==> src/rtl/arm_ctrl_pkg.sv <==
// Shared types and constants for the ARMcpu2 multi-cycle sequencer.
// Latency: n/a (declarations only).
// Backpressure: n/a.
package arm_ctrl_pkg;

    typedef enum logic [2:0] {
        S_IDLE,
        S_FETCH,
        S_DECODE,
        S_EXEC,
        S_MEM,
        S_WB,
        S_HALT
    } state_t;

    typedef enum logic [2:0] {
        DP_IMM,
        DP_REG,
        LDR_IMM,
        STR_REG,
        ILLEGAL
    } iclass_t;

    localparam logic [1:0] OP_DP  = 2'b00;
    localparam logic [1:0] OP_MEM = 2'b01;

    localparam logic [3:0] ALU_ADD   = 4'b0100;
    localparam logic [3:0] CMP_OP_LO = 4'b1000;
    localparam logic [3:0] CMP_OP_HI = 4'b1011;

    // {I,P,U,B,W,L} for the only two memory forms the core accepts
    localparam logic [5:0] LDR_FLAGS = 6'b011001;
    localparam logic [5:0] STR_FLAGS = 6'b111000;

    typedef struct packed {
        iclass_t     iclass;
        logic [3:0]  rn;
        logic [3:0]  rm;
        logic [3:0]  rd;
        logic [3:0]  alu_op;
        logic        use_imm;
        logic [31:0] imm;
        logic        writes_rd;
    } dec_t;

    function automatic logic is_cmp(input logic [3:0] op);
        return (op >= CMP_OP_LO) && (op <= CMP_OP_HI);
    endfunction

endpackage

==> src/rtl/arm_instr_decode.sv <==
// Classifies an instruction word and extracts register selects, ALU opcode and immediate.
// Latency: purely combinational.
// Backpressure: none.
module arm_instr_decode
    import arm_ctrl_pkg::*;
(
    input  logic [27:0] ir,
    output dec_t        dec
);

    always_comb begin
        dec           = '0;
        dec.iclass    = ILLEGAL;
        dec.rn        = ir[19:16];
        dec.rm        = ir[3:0];
        dec.rd        = ir[15:12];
        dec.alu_op    = ALU_ADD;
        if (ir[27:26] == OP_DP) begin
            dec.iclass    = ir[25] ? DP_IMM : DP_REG;
            dec.alu_op    = ir[24:21];
            dec.use_imm   = ir[25];
            dec.imm       = {24'd0, ir[7:0]};
            dec.writes_rd = !is_cmp(ir[24:21]);
        end else if (ir[27:26] == OP_MEM && ir[25:20] == LDR_FLAGS) begin
            dec.iclass    = LDR_IMM;
            dec.use_imm   = 1'b1;
            dec.imm       = {20'd0, ir[11:0]};
            dec.writes_rd = 1'b1;
        end else if (ir[27:26] == OP_MEM && ir[25:20] == STR_FLAGS) begin
            dec.iclass    = STR_REG;
        end
    end

endmodule

==> src/rtl/arm_seq_ctrl.sv <==
// Multi-cycle fetch/decode/exec/mem/wb sequencer driving the ARMcpu2 datapath.
// Latency: DP 4 cycles, STR 4 cycles, LDR 5 cycles from FETCH; no bubble between instructions.
// Backpressure: none; run is sampled only in IDLE and at instruction completion.
module arm_seq_ctrl
    import arm_ctrl_pkg::*;
#(
    parameter int PC_W = 8
) (
    input  logic            clk,
    input  logic            rst_n,
    input  logic            run,
    input  logic [31:0]     instr,
    input  logic [31:0]     rf_q_a,
    input  logic [31:0]     rf_q_b,
    input  logic [31:0]     rf_q_c,
    input  logic [31:0]     alu_result,
    input  logic [31:0]     ram_rdata,
    output logic [PC_W-1:0] pc,
    output logic [3:0]      rf_addr_a,
    output logic [3:0]      rf_addr_b,
    output logic [3:0]      rf_addr_c,
    output logic [31:0]     rf_wdata,
    output logic            rf_we,
    output logic [3:0]      alu_op,
    output logic [31:0]     alu_a,
    output logic [31:0]     alu_b,
    output logic [PC_W-1:0] ram_addr,
    output logic [31:0]     ram_wdata,
    output logic            ram_we,
    output logic            busy,
    output logic            illegal
);

    state_t      state;
    logic [27:0] ir;
    logic [31:0] result;
    logic [27:0] dec_src;
    dec_t        dec;
    logic        is_dp;
    logic [31:0] wb_data;
    logic        wb_branch;
    logic        unused_cond;

    // The condition field is ignored; every instruction executes unconditionally.
    assign unused_cond = ^instr[31:28];

    // In DECODE the word is still on the RAM port; afterwards IR holds it.
    assign dec_src = (state == S_DECODE) ? instr[27:0] : ir;

    arm_instr_decode u_decode (
        .ir  (dec_src),
        .dec (dec)
    );

    assign is_dp     = (dec.iclass == DP_IMM) || (dec.iclass == DP_REG);
    assign wb_data   = (dec.iclass == LDR_IMM) ? ram_rdata : result;
    assign wb_branch = dec.writes_rd && (dec.rd == 4'hF);

    // RF and ALU are combinational, so operands are only presented during EXEC
    assign alu_a    = (state == S_EXEC) ? rf_q_a : 32'd0;
    assign alu_b    = (state == S_EXEC) ? (dec.use_imm ? dec.imm : rf_q_b) : 32'd0;
    assign rf_wdata = (state == S_WB) ? wb_data : 32'd0;
    assign busy     = (state != S_IDLE) && (state != S_HALT);

    always_ff @(posedge clk or negedge rst_n) begin
        if (!rst_n) begin
            state     <= S_IDLE;
            pc        <= '0;
            ir        <= '0;
            result    <= '0;
            rf_addr_a <= '0;
            rf_addr_b <= '0;
            rf_addr_c <= '0;
            rf_we     <= 1'b0;
            alu_op    <= '0;
            ram_addr  <= '0;
            ram_wdata <= '0;
            ram_we    <= 1'b0;
            illegal   <= 1'b0;
        end else begin
            case (state)
                S_IDLE: begin
                    if (run) state <= S_FETCH;
                end
                S_FETCH: begin
                    state <= S_DECODE;
                end
                S_DECODE: begin
                    ir        <= instr[27:0];
                    rf_addr_a <= dec.rn;
                    rf_addr_b <= dec.rm;
                    rf_addr_c <= dec.rd;
                    alu_op    <= dec.alu_op;
                    if (dec.iclass == ILLEGAL) begin
                        illegal <= 1'b1;
                        state   <= S_HALT;
                    end else begin
                        state   <= S_EXEC;
                    end
                end
                S_EXEC: begin
                    result <= alu_result;
                    if (is_dp) begin
                        rf_we <= dec.writes_rd && (dec.rd != 4'hF);
                        state <= S_WB;
                    end else begin
                        ram_addr <= alu_result[PC_W-1:0];
                        if (dec.iclass == STR_REG) begin
                            ram_wdata <= rf_q_c;
                            ram_we    <= 1'b1;
                        end
                        state <= S_MEM;
                    end
                end
                S_MEM: begin
                    ram_we <= 1'b0;
                    if (dec.iclass == STR_REG) begin
                        pc    <= pc + PC_W'(1);
                        state <= run ? S_FETCH : S_IDLE;
                    end else begin
                        rf_we <= (dec.rd != 4'hF);
                        state <= S_WB;
                    end
                end
                S_WB: begin
                    rf_we <= 1'b0;
                    pc    <= wb_branch ? wb_data[PC_W-1:0] : pc + PC_W'(1);
                    state <= run ? S_FETCH : S_IDLE;
                end
                S_HALT: begin
                    state <= S_HALT;
                end
                default: begin
                    state <= S_IDLE;
                end
            endcase
        end
    end

endmodule
==> config.mk <==
export PLATFORM = sky130hd
export DESIGN_NAME = arm_seq_ctrl
export DESIGN_NICKNAME = d
export VERILOG_FILES = /design/src/rtl/arm_ctrl_pkg.sv /design/src/rtl/arm_instr_decode.sv /design/src/rtl/arm_seq_ctrl.sv
export SDC_FILE = /design/constraint.sdc
export NUM_CORES = 1
export LEC_CHECK = 0
export ABC_AREA = 1
export CAP_MARGIN = 20
export CORE_ASPECT_RATIO = 0.7
export CORE_MARGIN = 5
export CORE_UTILIZATION = 37
export DETAILED_ROUTE_END_ITERATION = 10
export GPL_ROUTABILITY_DRIVEN = 1
export HOLD_SLACK_MARGIN = 0.02
export PLACE_DENSITY = 0.74
export SYNTH_ARGS = -nofsm -noshare
export SYNTH_HDL_FRONTEND = slang
export SYNTH_HIERARCHICAL = 1
export SYNTH_SLANG_ARGS = --single-unit
==> constraint.sdc <==
create_clock -name clk -period 3.2 [get_ports clk]
set_clock_uncertainty 0.05 [all_clocks]
set_input_delay 0.64 -clock clk [delete_from_list [all_inputs] [get_ports clk]]
set_output_delay 0.64 -clock clk [all_outputs]
set_load 0.005 [all_outputs]
==> flow_summary.yaml <==
cells_and_area:
  area_delta_synth_final_pct: 77.4
  drive_gt1_share_pct: 30.3
  fin_util_pct: 66.4
  most-common-layout-cells: "319 x nand2_1, 289 x clkdlybuf4s50_1, 130 x dfrtp_1"
  fin_area_um2: 13100
  final_common_cell: "nand2_1"
  instances_no_fill: 1664
  fin_nets: 1577
  diodes: 0
  n_fill_cell: 1579
run_status:
  failed_checks: "negative setup slack"
  status: "finished with violations"
critical_path:
  cp-startpoint: "state[1]$_DFFE_PN0P_"
  cp_num_cells: 18
  critPathLaunchType: "flip-flop"
  cpMostUsedCell: "buf_6"
  slowest_delay_ns: 0.40
  critical_path_peak_fanout: 6
  crit_chain: "nand2_4 -> nor2_4 -> buf_6 -> buf_8 -> nand2_4 -> nand2_4 -> buf_4 -> nor2_4 -> inv_2 -> buf_4 -> o21ai_4 -> buf_6 -> buf_6 -> buf_6 -> mux2_4 -> nand2_2 -> inv_2 -> buf_6"
  crit_family: "buffers and inverters"
  arrival_ns: 2.98
  r2r-end: "pc[3]$_DFFE_PN0P_"
  slowest_stage: "dfrtp_1"
  critical_path_class: "flip-flop to output port"
  r2r_cells: 24
  crit_end: "alu_b[25]"
  crit_buf_inv: 10
  required_ns: 2.51
  r2r_setup_slack_ns: 0.11
  rr_startpoint: "state[0]$_DFFE_PN0P_"
  critPathCaptureType: "output port"
clock_network:
  clk_root_buffer_cell: "clkbuf_16"
  clk_pin_slew_ns: 0.06
  htree_levels: 4
  clock_path_buffers: 2
  cts_tree: "built"
  cts_buffers: 17
  cts.sinks: 130
  clk_latency_ns: 0.41
  ctsHoldBuffers: 0
sta:
  relSlewSlack_pct: 65.6
  fmax_mhz: 273
  final_hold_viol_count: 0
  final_max_slew_viol_count: 0
  min_period_over_period_pct: 115
  fin_tns_setup_ns: -21.39
  rsz0062_at_grt: "true"
  min_period_ns: 3.67
  worst_pin_slew_ns: 0.516
  finalWorstSetupSlack_ns: -0.469
  finalHoldWorstSlack_ns: 0.106
  finalSetupViolCount: 64
synth:
  ys_types: 38
  syn_inst: 929
  ys_seq_elements: 130
  yosysWarnings: 6
  syn_area_per_cell_um2: 7.93
  yosysSeqAreaShare_pct: 44.2
  synth_area_um2: 7370
floorplan:
  pin_count: 359
  row_count: 43
  die_area_um2: 22900
  die_w_um: 179
  core_area_um2: 19700
  start_util_pct: 37.4
  die_y_um: 128
route:
  wl_met1_um: 11200
  ant_nets: 0
  first_pass_iters: 4
  avgRoutedWirePerCell_um: 16.5
  met3_length_um: 2470
  drc: 0
  wl_met2_um: 13300
  drtIter0Drc: 445
  num_vias: 7665
  wl_um: 27500
  via_per_inst: 4.61
  top_layer: "met4"
pwr:
  power_density_nw_per_um2: 799
  fin_total_pwr_mw: 10.4
  p_leak_nw: 6.79
  irDropWorstVdd_uv: 383
grt:
  grt_overflow: 0
  antenna_found_initial: 0
  grt_pass1_vias: 7884
  track_usage_pct: 22.3
  grt_max_degree: 76
  grt_first_pass_wirelength_um: 40800
placed_design:
  numPortBuffers: 354
  gp_congestion: 0.869
  pre_cts_ws_ns: -0.711
  placedCellCount: 1559
  dpl_cell_area_um2: 11400
  dp_hpwl_um: 18800
job:
  maxCapViolCount: 0
min_path:
  hp-class: "input pin to asynchronous set/reset pin"
## final cells by class
| class | instances | area, um2 | share of cell area (%) |
|---|---|---|---|
| clock buffers | 19 | 433 | 3.31 |
| inverters | 107 | 404 | 3.09 |
| multi-input cells | 637 | 3860 | 29.6 |
| flip-flops and latches | 130 | 3250 | 24.9 |
| well taps | 270 | 338 | 2.58 |
| clock inverters | 13 | 171 | 1.31 |
| repair buffers | 488 | 4610 | 35.3 |
## worst register-to-register path, stage by stage, from the launching register on
cell	delay, ns
dfrtp_1	0.39
inv_2	0.08
nand2_4	0.06
nor2_4	0.15
inv_4	0.08
buf_6	0.12
buf_6	0.11
nand2_4	0.06
nand2_4	0.06
buf_4	0.12
buf_4	0.12
buf_4	0.12
buf_4	0.12
buf_4	0.12
buf_4	0.12
buf_4	0.12
buf_4	0.13
buf_6	0.11
o21ai_2	0.11
nand2_2	0.09
buf_6	0.13
nand3_4	0.15
nand2_1	0.09
nand3_1	0.10
nand2_1	0.07
## per-layer routing
metal  vias to the layer above  global-route usage (%)
met5                         -                       0
met4                         0                    4.96
met3                        37                    7.72
met2                       305                    37.7
met1                      3606                    27.8
li1                       3717                       -
## report_power, final
group,total [mW],internal (mW),switching [mW]
sequential,2.54,2.23,0.312
clock,2.01,1.24,0.771
combinational,5.89,3.01,2.88
## cell usage after synthesis (all sizes together)
| library cell | instances | area share [%] |
|---|---|---|
| a21oi | 26 | 1.8 |
| a31oi | 1 | 0.085 |
| buf | 67 | 6.0 |
| clkbuf | 7 | 0.36 |
| conb | 1 | 0.051 |
| dfrtp | 130 | 44 |
| ha | 1 | 0.17 |
| inv | 107 | 5.5 |
| mux2 | 72 | 12 |
| nand2 | 365 | 19 |
| nand3 | 51 | 3.7 |
| nand3b | 3 | 0.31 |
| nand4 | 3 | 0.25 |
| nor2 | 69 | 4.2 |
| nor3 | 1 | 0.068 |
| o2111ai | 1 | 0.12 |
| o211ai | 2 | 0.20 |
| o21a | 1 | 0.10 |
| o21ai | 18 | 1.3 |
| o21bai | 1 | 0.10 |
| or2 | 1 | 0.085 |
| xnor2 | 1 | 0.12 |
## worst min path at each step
stage                           endpoint                start  depth (start not counted)
2_1_floorplan      alu_op[0]$_DFFE_PN0P_                rst_n                          0
3_3_place_gp         illegal$_DFFE_PN0P_  illegal$_DFFE_PN0P_                          2
3_5_place_dp         illegal$_DFFE_PN0P_  illegal$_DFFE_PN0P_                          2
4_1_cts        ram_wdata[20]$_DFFE_PN0P_                rst_n                          1
5_1_grt        ram_wdata[20]$_DFFE_PN0P_                rst_n                          1
6_report       ram_wdata[20]$_DFFE_PN0P_                rst_n                          1
## flip-flops by register name, indices dropped and copies added (netlist names)
signal     cells
ram_we         1
state          3
ir            28
illegal        1
rf_addr_c      4
ram_addr       8
pc             8
rf_addr_a      4
alu_op         4
ram_wdata     32
rf_addr_b      4
rf_we          1
result        32
## cell families after synthesis
group	Yosys count	share of synthesized area, %
AO/OA/AOI/OAI	50	3.65
XOR/XNOR	1	0.119
adder cells (fa/ha/maj)	1	0.170
buffers and inverters	181	11.8
flip-flops	130	44.2
multiplexers	72	12.5
other	1	0.0509
AND/OR/NAND/NOR	493	27.6
## what timing repair did
item | CTS | global route
endpoints found under the setup margin | 64 | 74
buffers inserted | 61 | 18
cloned | 5 | 2
gates resized for setup | 261 | 182
pin swaps | 18 | 35
(Power assumes the default switching activity.)
